<file path="config.mk">
export PLATFORM = sky130hd
export DESIGN_NAME = reset_sequencer
export DESIGN_NICKNAME = d
export VERILOG_FILES = /design/src/rtl/reset_sequencer.sv
export SDC_FILE = /design/constraint.sdc
export NUM_CORES = 1
export LEC_CHECK = 0
export BUFFER_PORTS_ARGS = -buffer_cell sky130_fd_sc_hd__buf_2
export CAP_MARGIN = 20
export CORE_MARGIN = 2
export CORE_UTILIZATION = 40
export CTS_BUF_LIST = sky130_fd_sc_hd__clkbuf_4
export CTS_CLUSTER_SIZE = 14
export DETAILED_ROUTE_END_ITERATION = 10
export SYNTH_ARGS = -nofsm -noshare
export SYNTH_HDL_FRONTEND = slang
export SYNTH_SLANG_ARGS = --single-unit
</file>
<file path="constraint.sdc">
create_clock -name clock -period 1.7 [get_ports clock]
set_input_delay 0.34 -clock clock [delete_from_list [all_inputs] [get_ports clock]]
set_output_delay 0.34 -clock clock [all_outputs]
set_load 0.02 [all_outputs]
</file>
<file path="src/rtl/reset_sequencer.sv">
// rtl/reset_sequencer.sv - staged reset release with debounced button, cause capture and optional watchdog
// Optional watchdog is compiled in with RESET_SEQ_WDT_EN.
module reset_sequencer #(
    parameter int N_OUT           = 3,
    parameter int STRETCH         = 8,
    parameter int STAGE_GAP       = 4,
    parameter int DEBOUNCE_CYCLES = 16,
    parameter int BTN_ACTIVE_LOW  = 1,
    parameter int WDT_CYCLES      = 1024
) (
    input  logic             clock,
    input  logic             reset,
    input  logic             btn_i,
    input  logic             wdt_kick_i,
    output logic [N_OUT-1:0] rst_o,
    output logic             done_o,
    output logic [1:0]       cause_o
);

    localparam int SEQ_MAX = (STRETCH > STAGE_GAP) ? STRETCH : STAGE_GAP;
    localparam int SEQ_W   = $clog2(SEQ_MAX + 1);
    localparam int DB_W    = $clog2(DEBOUNCE_CYCLES + 1);

    localparam logic [SEQ_W-1:0] STRETCH_LAST = SEQ_W'(STRETCH - 1);
    localparam logic [SEQ_W-1:0] GAP_LAST     = SEQ_W'(STAGE_GAP - 1);
    localparam logic [DB_W-1:0]  DB_LAST      = DB_W'(DEBOUNCE_CYCLES - 1);
    // Raw pin level that means "not pressed"
    localparam logic             BTN_IDLE     = (BTN_ACTIVE_LOW != 0);

    localparam logic [1:0] CAUSE_POWER  = 2'd0;
    localparam logic [1:0] CAUSE_BUTTON = 2'd1;

    typedef enum logic [1:0] {
        HOLD     = 2'd0,
        RELEASE  = 2'd1,
        RUN      = 2'd2,
        BTN_WAIT = 2'd3
    } state_t;

    state_t           state_q, state_d;
    logic [N_OUT-1:0] rst_q, rst_d;
    logic [1:0]       cause_q, cause_d;
    logic [SEQ_W-1:0] seq_cnt_q, seq_cnt_d;
    logic             btn_s1_q, btn_s1_d;
    logic             btn_s2_q, btn_s2_d;
    logic             deb_q, deb_d;
    logic [DB_W-1:0]  db_cnt_q, db_cnt_d;
    logic             btn_pressed_s;
    logic [N_OUT-1:0] rst_shift;

    assign btn_pressed_s = (btn_s2_q != BTN_IDLE);
    assign rst_shift     = rst_q << 1;

    // Synchroniser and debounce, in the "pressed = 1" domain after stage 2
    always_comb begin
        btn_s1_d = btn_i;
        btn_s2_d = btn_s1_q;
        deb_d    = deb_q;
        db_cnt_d = '0;
        if (btn_pressed_s != deb_q) begin
            if (db_cnt_q == DB_LAST) begin
                deb_d = ~deb_q;
            end else begin
                db_cnt_d = db_cnt_q + DB_W'(1);
            end
        end
    end

`ifdef RESET_SEQ_WDT_EN
    localparam int                WDT_W        = $clog2(WDT_CYCLES + 1);
    localparam logic [WDT_W-1:0]  WDT_MAX      = WDT_W'(WDT_CYCLES);
    localparam logic [1:0]        CAUSE_WDT    = 2'd2;
    logic [WDT_W-1:0] wdt_cnt_q, wdt_cnt_d;
`else
    logic unused_wdt;
    assign unused_wdt = wdt_kick_i ^ (WDT_CYCLES == 0);
`endif

    always_comb begin
        state_d   = state_q;
        rst_d     = rst_q;
        cause_d   = cause_q;
        seq_cnt_d = seq_cnt_q;
`ifdef RESET_SEQ_WDT_EN
        wdt_cnt_d = '0;
`endif
        unique case (state_q)
            HOLD, RELEASE: begin
                if (deb_q) begin
                    state_d   = BTN_WAIT;
                    rst_d     = '1;
                    cause_d   = CAUSE_BUTTON;
                    seq_cnt_d = '0;
                end else if (seq_cnt_q == ((state_q == HOLD) ? STRETCH_LAST : GAP_LAST)) begin
                    rst_d     = rst_shift;
                    seq_cnt_d = '0;
                    state_d   = (rst_shift == '0) ? RUN : RELEASE;
                end else begin
                    seq_cnt_d = seq_cnt_q + SEQ_W'(1);
                end
            end
            RUN: begin
                if (deb_q) begin
                    state_d   = BTN_WAIT;
                    rst_d     = '1;
                    cause_d   = CAUSE_BUTTON;
                    seq_cnt_d = '0;
                end
`ifdef RESET_SEQ_WDT_EN
                else if (wdt_kick_i) begin
                    wdt_cnt_d = '0;
                end else if (wdt_cnt_q == WDT_MAX) begin
                    state_d   = HOLD;
                    rst_d     = '1;
                    cause_d   = CAUSE_WDT;
                    seq_cnt_d = '0;
                end else begin
                    wdt_cnt_d = wdt_cnt_q + WDT_W'(1);
                end
`endif
            end
            BTN_WAIT: begin
                rst_d = '1;
                if (!deb_q) begin
                    state_d   = HOLD;
                    seq_cnt_d = '0;
                end
            end
        endcase
    end

    always_ff @(posedge clock or posedge reset) begin
        if (reset) begin
            state_q   <= HOLD;
            rst_q     <= '1;
            cause_q   <= CAUSE_POWER;
            seq_cnt_q <= '0;
            btn_s1_q  <= BTN_IDLE;
            btn_s2_q  <= BTN_IDLE;
            deb_q     <= 1'b0;
            db_cnt_q  <= '0;
`ifdef RESET_SEQ_WDT_EN
            wdt_cnt_q <= '0;
`endif
        end else begin
            state_q   <= state_d;
            rst_q     <= rst_d;
            cause_q   <= cause_d;
            seq_cnt_q <= seq_cnt_d;
            btn_s1_q  <= btn_s1_d;
            btn_s2_q  <= btn_s2_d;
            deb_q     <= deb_d;
            db_cnt_q  <= db_cnt_d;
`ifdef RESET_SEQ_WDT_EN
            wdt_cnt_q <= wdt_cnt_d;
`endif
        end
    end

    assign rst_o   = rst_q;
    assign done_o  = (state_q == RUN);
    assign cause_o = cause_q;

endmodule
</file>
==> metrics.md <==
| Metric | Value |
|---|---|
| Share of Yosys cell area claimed by the top area cell type | `between 30% and 40%` |
| Syn nets | `93` |
| Final GP Congestion | `0.809` |
| FF-to-FF path depth | `4` |
| Critical Path RT | `1360 ps` |
| Status | `complete, no violations` |
| Slowest cell on the critical path | `dfrtp_2` |
| Initial antenna violation count | `0` |
| Die width | `51.6 microns` |
| Period utilization | `between 90% and 100%` |
| Routed vias | `670` |
| Register-to-register setup slack | `300 ps` |
| Vias per cell | `approximately 5.4` |
| CP endpoint kind | `output pin` |
| Internal power | `0.570 mW` |
| Area of the multi-input gates | `approximately 400 sq um` |
| Number of port buffers | `7` |
| Flop pwr share | `between 60% and 70%` |
| EDFF count, synth | `0` |
| Register area share after synthesis | `50.3%` |
| Fraction of registers with async set/reset | `100%` |
| Fin. Hold Viols | `0` |
| GRT Total Usage | `between 10% and 20%` |
| Diodes inserted | `0` |
| CTS tree | `done` |
| Postcts setup bufs | `0` |
| Crit-path cells | `nor2b_2 -> buf_2` |
| Setup-failing EPs final | `0` |
| Hold WC Path Type | `primary input to async pin` |
| YS warnings | `0` |
| Routed len/inst | `12.5 microns` |
| Crit path kind | `flip-flop to output pin` |
| RSZ-0062 raised after global routing | `no` |
| Power Density | `762 nW/um^2` |
| IO Pins | `10` |
| Clock Power Share | `27.7%` |
| Mean Syn Cell Area | `about 10 sq um` |
| Flops & latches, synth | `18` |
| Hold Buf Count CTS | `0` |
| Die height | `51.6 microns` |
| Sw Share | `24.3%` |
| Worst-path clk slew | `100 ps` |
| Setup Total Neg Slack | `0 ps` |
| # DRC | `0` |
| Mapped Area | `between 900 and 1000 sq um` |
| Setup Skew | `8.54 ps` |
| Cts bufs inserted | `3` |
| Layout cells sized above 1 | `between 20% and 30%` |
| Core Rows | `17` |
| Area contributors post-synth | `dfrtp_1, dfstp_2, nor2_1, ha_1, buf_4` |
| Syn Inst Count | `87` |
| Routed Antenna Nets | `0` |
| Skew-Pair Late Insertion Delay | `290 ps` |
| RR Startpoint | `seq_cnt_q[0]` |
| Netlist cell types | `36` |
| Most common cell in the netlist | `dfrtp_1` |
| Main synth FF type | `dfrtp_1` |
| Clk sink count | `18` |
| Total wire length | `1540 microns` |
| Placeable core area | `2170 sq um` |
| Worst Path Arrival | `1230 ps` |
| Total power | `0.752 mW` |
| CP max FO | `12` |
| FF/Latch Area | `between 400 and 500 sq um` |
| CP max stage delay | `a little over 500 ps` |
| Final WS setup | `roughly 130 ps` |
| Clock root cell | `clkbuf_4` |
| Logic pwr share | `9.2%` |
| H-tree Lvls | `1` |
| MaxCap Viol Count | `0` |
| Top cells by instance count after synthesis | `dfrtp_1, nor2_1, dfstp_2, nand2_1` |
| Largest net degree at the start of global routing | `19` |
| Max Root-Sink Buffers | `2` |
| Largest area contributor in the synthesized netlist | `dfrtp_1` |
| Worst slack, placed | `264 ps` |
| Startpoint Class | `flip-flop` |
| Die Area | `about 2700 sq um` |
| Global-route wire length before repair | `2700 microns` |
| P_sw | `0.183 mW` |
| RR Endpoint | `state_q[0]` |
| Fin nets | `around 100` |
| Fillers | `222` |
| Fmax | `636 MHz` |
| Starting Density | `between 40% and 50%` |
| Max Slew Vio Count | `0` |
| First DRT Iteration DRCs | `14` |
| Gr ovfl total | `0` |
| Max rail drop VDD | `0.000594 V` |
| Area Growth Syn to Fin | `8.83%` |
| Min Tclk post-route | `1570 ps` |
| Leak Pwr | `0.446 nW` |
| Drt pass-1 iters | `4` |
| Vias in the first global route | `649` |
| Dpl hpwl | `approximately 1100 microns` |
[placed cells by master (no fill, tap or decap), types with 3 or more instances in the layout]
cell type / netlist / layout
dfrtp_1: 13 / 12
nor2_1: 8 / 8
buf_2: 1 / 7
nand2_1: 5 / 5
dfstp_2: 5 / 5
nand3_1: 4 / 4
a21oi_1: 4 / 4
inv_1: 3 / 3
nand2b_1: 3 / 3
o21ai_0: 3 / 3
clkbuf_4: 0 / 3
buf_4: 3 / 3
[final cells by class]
type / count / area share [%]
Timing Repair Buffer: 10 / 5.83
Tap cell: 28 / 3.55
Multi-Input combinational cell: 60 / 40.4
Inverter: 3 / 1.14
Clock inverter: 1 / 0.380
Clock buffer: 3 / 2.28
Sequential cell: 18 / 46.4
[power groups by stage]
stage,clock [mW],sequential [mW],combinational (mW)
2_1_floorplan,0,0.483,0.0508
3_3_place_gp,0,0.483,0.0682
3_5_place_dp,0,0.483,0.0711
4_1_cts,0.224,0.475,0.0711
5_1_grt,0.239,0.480,0.0799
6_report,0.208,0.475,0.0694
[logic make-up after synthesis]
group / count (synthesis) / share of synthesized area, %
and+or+nand+nor: 30 / 17.9
DFF: 18 / 50.3
other: 1 / 0.413
buffers and inverters: 9 / 5.93
AOI/OAI and AO/OA: 22 / 17.0
xor gates and xnor gates: 5 / 5.66
adders and majority gates: 2 / 2.76
[metal layers]
metal,track usage (%),wire [microns],vias to the layer above
met2,23.1,747,10
met4,9.21,26,0
met1,16.3,722,328
met3,1.72,39,4
met5,0,0,-
li1,-,-,328
[critical path: cells and delay by family, from the launching register on]
family	cells	cell delay, ps
and+or+nand+nor	1	240
DFF	1	510
buffers and inverters	1	200
[worst max path at each step]
stage,startpoint,endpoint,slack [ps],depth (start not counted)
finish,state_q[0],done_o,130,2
global route,state_q[0],done_o,50,2
CTS,state_q[0],done_o,30,2
detailed placement,state_q[0],seq_cnt_q[3],260,3
global placement,state_q[0],done_o,280,2
floorplan,state_q[0],seq_cnt_q[2],310,4
[sequential cells by signal, indices dropped and copies added (netlist names)]
signal	flops
db_cnt_q	5
seq_cnt_q	4
rst_o	3
state_q	2
btn_s1_q	1
btn_s2_q	1
cause_o	1
deb_q	1
[per-stage QoR]
stage               hold WS [ps]  cell area [sq um]  util (%)  std cells
floorplan                    275                907         -         87
global placement             348                957      44.1        119
detailed placement           352                957      44.1        119
CTS                         39.1                986      45.4        123
global route                75.3                987      45.5        123
finish                      40.1                987      45.5        123
[what timing repair did]
action                                  in CTS  in global routing
cloned                                       0                  0
endpoints found under the setup margin       1                  1
gates resized for setup                      1                  1
Note: power is estimated with default switching activity, not from simulation.
